===== config.mk =====
export PLATFORM = sky130hd
export DESIGN_NAME = spi_master_param
export DESIGN_NICKNAME = d
export VERILOG_FILES = /design/src/rtl/spi_master_param.sv
export SDC_FILE = /design/constraint.sdc
export NUM_CORES = 1
export LEC_CHECK = 0
export ABC_AREA = 1
export CAP_MARGIN = 20
export CORE_MARGIN = 4
export CORE_UTILIZATION = 30
export DETAILED_ROUTE_END_ITERATION = 12
export SLEW_MARGIN = 15
export SYNTH_ARGS = -nofsm -noshare
export SYNTH_HDL_FRONTEND = slang
export SYNTH_SLANG_ARGS = --single-unit

===== constraint.sdc =====
create_clock -name clk_i -period 4.4 [get_ports clk_i]
set_input_delay 0.66 -clock clk_i [delete_from_list [all_inputs] [get_ports clk_i]]
set_output_delay 0.66 -clock clk_i [all_outputs]
set_load 0.02 [all_outputs]

===== src/rtl/spi_master_param.sv =====
// Parameterised SPI master: one frame of DATA_W bits, runtime CPOL/CPHA/bit order.
// Optional macro SPI_MASTER_PARAM_LOOPBACK_EN adds loopback_i (receive path samples mosi_o).
module spi_master_param #(
  parameter int DATA_W  = 8,
  parameter int CLK_DIV = 4
) (
  input  logic              clk_i,
  input  logic              aresetn_i,
  input  logic              start_i,
  input  logic              cpol_i,
  input  logic              cpha_i,
  input  logic              lsb_first_i,
  input  logic [DATA_W-1:0] data_i,
  input  logic              miso_i,
`ifdef SPI_MASTER_PARAM_LOOPBACK_EN
  input  logic              loopback_i,
`endif
  output logic              ready_o,
  output logic              done_o,
  output logic [DATA_W-1:0] data_o,
  output logic              sclk_o,
  output logic              mosi_o,
  output logic              cs_n_o
);

  localparam int DIV_W  = $clog2(CLK_DIV + 1);
  localparam int EDGE_W = $clog2(2 * DATA_W + 1);
  localparam logic [DIV_W-1:0]  DIV_LAST  = DIV_W'(CLK_DIV - 1);
  localparam logic [EDGE_W-1:0] EDGE_LAST = EDGE_W'(2 * DATA_W - 1);

  typedef enum logic [2:0] {IDLE, SETUP, XFER, HOLD, DONE} state_t;

  state_t              state_reg;
  logic [DIV_W-1:0]    div_cnt_reg;
  logic [EDGE_W-1:0]   edge_cnt_reg;
  logic [DATA_W-1:0]   tx_reg;
  logic [DATA_W-1:0]   rx_reg;
  logic                cpol_reg;
  logic                cpha_reg;
  logic                lsb_reg;
  logic                ready_reg;
  logic                done_reg;
  logic [DATA_W-1:0]   data_reg;
  logic                sclk_reg;
  logic                mosi_reg;
  logic                cs_n_reg;

  logic                rx_bit;
  logic                div_hit;
  logic                last_edge;
  logic                sample_now;
  logic                tx_bit;
  logic [DATA_W-1:0]   tx_next;
  logic [DATA_W-1:0]   rx_next;
  logic                first_bit;
  logic [DATA_W-1:0]   first_rest;

`ifdef SPI_MASTER_PARAM_LOOPBACK_EN
  assign rx_bit = loopback_i ? mosi_reg : miso_i;
`else
  assign rx_bit = miso_i;
`endif

  assign div_hit   = (div_cnt_reg == DIV_LAST);
  assign last_edge = (edge_cnt_reg == EDGE_LAST);
  // Even edge counts are leading edges; cpha selects which edge samples.
  assign sample_now = (~edge_cnt_reg[0]) ^ cpha_reg;

  assign tx_bit  = lsb_reg ? tx_reg[0] : tx_reg[DATA_W-1];
  assign tx_next = lsb_reg ? (tx_reg >> 1) : (tx_reg << 1);
  assign rx_next = lsb_reg ? {rx_bit, rx_reg[DATA_W-1:1]} : {rx_reg[DATA_W-2:0], rx_bit};

  assign first_bit  = lsb_first_i ? data_i[0] : data_i[DATA_W-1];
  assign first_rest = lsb_first_i ? (data_i >> 1) : (data_i << 1);

  always_ff @(posedge clk_i or negedge aresetn_i) begin
    if (!aresetn_i) begin
      state_reg    <= IDLE;
      div_cnt_reg  <= '0;
      edge_cnt_reg <= '0;
      tx_reg       <= '0;
      rx_reg       <= '0;
      cpol_reg     <= 1'b0;
      cpha_reg     <= 1'b0;
      lsb_reg      <= 1'b0;
      ready_reg    <= 1'b1;
      done_reg     <= 1'b0;
      data_reg     <= '0;
      sclk_reg     <= 1'b0;
      mosi_reg     <= 1'b0;
      cs_n_reg     <= 1'b1;
    end else begin
      done_reg <= 1'b0;
      case (state_reg)
        IDLE: begin
          ready_reg <= 1'b1;
          cs_n_reg  <= 1'b1;
          sclk_reg  <= cpol_i;
          mosi_reg  <= 1'b0;
          if (start_i) begin
            state_reg    <= SETUP;
            ready_reg    <= 1'b0;
            cs_n_reg     <= 1'b0;
            cpol_reg     <= cpol_i;
            cpha_reg     <= cpha_i;
            lsb_reg      <= lsb_first_i;
            div_cnt_reg  <= '0;
            edge_cnt_reg <= '0;
            rx_reg       <= '0;
            // cpha=0 needs the first bit on the wire before the first leading edge.
            if (!cpha_i) begin
              mosi_reg <= first_bit;
              tx_reg   <= first_rest;
            end else begin
              tx_reg   <= data_i;
            end
          end
        end
        SETUP: begin
          if (div_hit) begin
            state_reg   <= XFER;
            div_cnt_reg <= '0;
            sclk_reg    <= cpol_reg;
          end else begin
            div_cnt_reg <= div_cnt_reg + 1'b1;
          end
        end
        XFER: begin
          if (div_hit) begin
            div_cnt_reg  <= '0;
            sclk_reg     <= ~sclk_reg;
            edge_cnt_reg <= edge_cnt_reg + 1'b1;
            if (sample_now) begin
              rx_reg <= rx_next;
            end else if (!last_edge) begin
              mosi_reg <= tx_bit;
              tx_reg   <= tx_next;
            end
            if (last_edge) begin
              state_reg <= HOLD;
            end
          end else begin
            div_cnt_reg <= div_cnt_reg + 1'b1;
          end
        end
        HOLD: begin
          if (div_hit) begin
            state_reg   <= DONE;
            div_cnt_reg <= '0;
            done_reg    <= 1'b1;
            data_reg    <= rx_reg;
          end else begin
            div_cnt_reg <= div_cnt_reg + 1'b1;
          end
        end
        DONE: begin
          state_reg <= IDLE;
          ready_reg <= 1'b1;
          cs_n_reg  <= 1'b1;
        end
        default: begin
          state_reg <= IDLE;
        end
      endcase
    end
  end

  assign ready_o = ready_reg;
  assign done_o  = done_reg;
  assign data_o  = data_reg;
  assign sclk_o  = sclk_reg;
  assign mosi_o  = mosi_reg;
  assign cs_n_o  = cs_n_reg;

endmodule


==> results.yml <==
pwr:
  cellLeakagePower_nw: 1.48
  p_sw_uw: 950
  max-vdd-ir-drop_v: 0.000176
  p_seq_share_pct: 34.9
  p_clk_share_pct: 13.3
  p_comb_share_pct: 51.8
  p_int_mw: 1.02
  p_per_area_nw_per_um2: 660
  switching_share_pct: 48.1
routing:
  drtIter0Drc: 76
  ant_nets: 0
  via_per_inst: 4.50
  avgRoutedWirePerCell_um: 11.1
  vias: 2112
  wl_mm: 5.19
  first_pass_iters: 4
  drcViolationCount: 0
timing:
  rsz0062_at_grt: "no"
  setup_viol: 0
  tightest_slew_ns: 0.941
  fin_setup_tns_ns: 0
  fin_worst_skew_ns: 0.00979
  finalHoldViolations: 0
  period_needed_ns: 2.11
  slew_headroom_pct: 37.2
  drv_slew: 0
  period_share_pct: 47.9
  clock.fmax_mhz: 475
  fin_ws_ns: 2.29
worst_setup_path:
  slowest_delay_ns: 0.60
  r2r_start: "lsb_reg$_DFFE_PN0P_"
  crit_arrival_ns: 1.45
  end_kind: "output port"
  path_delay_family: "buffers and inverters"
  path_max_fanout: 3
  crit_chain: "clkdlybuf4s50_1"
  slowest_stage: "clkdlybuf4s50_1"
  path_class: "register to output port"
  cp.required_ns: 3.74
  crit_buf_inv: 1
  setup.worst_path.start: "cs_n_o$_DFFE_PN1P_"
  critPathLaunchType: "register"
clock_network:
  cts-resized-gates: 0
  cts.sinks: 42
  htree_levels: 2
  numCtsBuffers: 5
  clk_pin_slew_ns: 0.09
  cts_hold_buf: 0
  clkLatencyLatePin_ns: 0.30
  cts_tree: "done"
  post_cts_buffers: 0
  cts_root_buffer: "clkbuf_8"
  clock_path_buffers: 2
layout:
  fin_area_um2: 2990
  syn_to_final_growth_pct: 16.1
  instances_no_fill: 469
  multi_input_area_um2: 1340
  regArea_um2: 1050
  drive_gt1_share_pct: 14.3
  n_antenna_cell: 0
  nNetsFinal: 381
  nFillCells: 889
global_routing:
  antenna_found_initial: 0
  grt_use_total_pct: 11.2
  gr-total-overflow: 0
  grt_start_max_net_pins: 43
  grt_pass1_vias: 2081
  grt_pass1_wl_mm: 9.28
logic_synthesis:
  synth.area.mux_share_pct: 0
  ys_seq_area_share_pct: 40.9
  syn_avg_cell_area_um2: 7.57
  postSynthNetCount: 358
  synthTopCellsByArea: "dfrtp_1, nand2_1, nand3_1"
  synth_warnings: 0
  synth_area_um2: 2570
  synth_top_area_share_pct: 39.9
  ys_seq_elements: 42
  synth_compound_area_share_pct: 6.57
  synth.distinct_cells: 32
  synth_area_leader_cell: "dfrtp_1"
  synth_top_family_by_area: "simple AND/OR/NAND/NOR gates"
  synthCells: 340
  synth-xor-area-share_pct: 0.340
  synth_adder_area_share_pct: 1.46
  yosys.area_share.simple_pct: 43.5
place:
  placed_cells: 461
  place_area_um2: 2890
  dp_hpwl_mm: 3.78
  post-place-ws_ns: 2.29
  gp_congestion: 0.830
  port_buffers: 27
die:
  rows: 33
  start_util_pct: 31.0
  dieArea_um2: 10100
  die_y_um: 101
  die_w_um: 101
  io_pins: 28
  coreArea_um2: 8300
worst_hold_path:
  hold_path_startpoint: "tx_reg[7]$_DFFE_PN0P_"
  hp-class: "register to register"
outcome:
  status: "complete, no violations"
run:
  drv_cap: 0
==> kinds of logic after synthesis <==
group | after synthesis
and+or+nand+nor | 228
DFF | 42
buffers and inverters | 39
AOI/OAI and AO/OA | 27
adders and majority gates | 3
xor gates and xnor gates | 1
==> cell type report <==
type / count / area share (%)
Sequential cell: 42 / 35.2
Clock buffer: 5 / 2.30
Clock inverter: 3 / 0.838
Inverter: 28 / 3.69
Timing Repair Buffer: 27 / 8.88
Multi-Input combinational cell: 259 / 44.7
Tap cell: 105 / 4.40
==> worst register-to-register path, stage by stage, from the launching register on <==
cell      delay [ns]
dfrtp_1         0.84
clkinv_1        0.46
o21ai_0         0.25
nand2_1         0.09
nand2_1         0.08
nand2_1         0.05
nand2_1         0.05
==> synthesized netlist by cell type <==
| cell | count |
|---|---|
| a211oi_1 | 1 |
| a21oi_1 | 1 |
| buf_2 | 5 |
| buf_4 | 1 |
| buf_6 | 3 |
| clkbuf_1 | 1 |
| clkbuf_2 | 1 |
| clkinv_1 | 1 |
| dfrtp_1 | 41 |
| dfstp_2 | 1 |
| ha_1 | 3 |
| inv_1 | 22 |
| inv_2 | 3 |
| inv_4 | 2 |
| nand2_1 | 147 |
| nand2_2 | 12 |
| nand2_4 | 5 |
| nand2_8 | 3 |
| nand3_1 | 33 |
| nand3_2 | 2 |
| nand3_4 | 2 |
| nand3b_1 | 1 |
| nand4_1 | 2 |
| nor2_1 | 16 |
| nor2_2 | 1 |
| nor2_8 | 3 |
| nor3_2 | 1 |
| o21ai_0 | 12 |
| o21ai_1 | 4 |
| o21ai_2 | 8 |
| o22ai_1 | 1 |
| xor2_1 | 1 |
==> placed cells by master (no fill, tap or decap), types with 4 or more instances in the layout <==
| master | instances |
|---|---|
| clkbuf_8 | 5 |
| clkdlybuf4s50_1 | 26 |
| dfrtp_1 | 41 |
| inv_1 | 22 |
| o21ai_1 | 4 |
| o21ai_2 | 8 |
| nand3_1 | 33 |
| nand2_2 | 12 |
| nand2_1 | 147 |
| nand2_4 | 5 |
| nor2_1 | 16 |
| o21ai_0 | 12 |
==> path summary, 6_finish.rpt <==
| check | to | slack [ns] | cells past startpoint |
|---|---|---|---|
| min reg2reg | tx_reg[7]$_DFFE_PN0P_ | 0.49 | 2 |
| max | cs_n_o | 2.29 | 1 |
| min | tx_reg[7]$_DFFE_PN0P_ | 0.49 | 2 |
| max in group asynchronous | rx_reg[1]$_DFFE_PN0P_ | 3.32 | 1 |
| min in group asynchronous | state_reg[1]$_DFFE_PN0P_ | 0.50 | 1 |
| max reg2reg | tx_reg[6]$_DFFE_PN0P_ | 2.52 | 6 |
==> per-layer routing <==
layer | wire length (um) | up-vias | global-route usage [%]
met4 | 57 | 0 | 3.52
met2 | 2270 | 41 | 18.2
li1 | - | 1116 | -
met1 | 2640 | 951 | 14.6
met5 | 0 | - | 0
met3 | 224 | 4 | 2.56
==> power by group through the flow <==
stage,logic (mW),registers [mW],clock network (mW)
after floorplan,0.802,0.683,0
after global placement,1.02,0.692,0
after detailed placement,1.03,0.695,0
after CTS,1.04,0.687,0.273
after global routing,1.16,0.712,0.289
final,1.02,0.688,0.262
==> stage by stage <==
stage / power (mW) / hold slack [ns] / utilization (%)
detailed placement: 1.73 / 0.466 / 34.9
floorplan: 1.49 / 0.364 / -
finish: 1.97 / 0.486 / 36.0
global placement: 1.72 / 0.462 / 34.9
CTS: 2.00 / 0.489 / 36.0
global route: 2.16 / 0.514 / 36.0
Power figures use the tool's default switching activity.
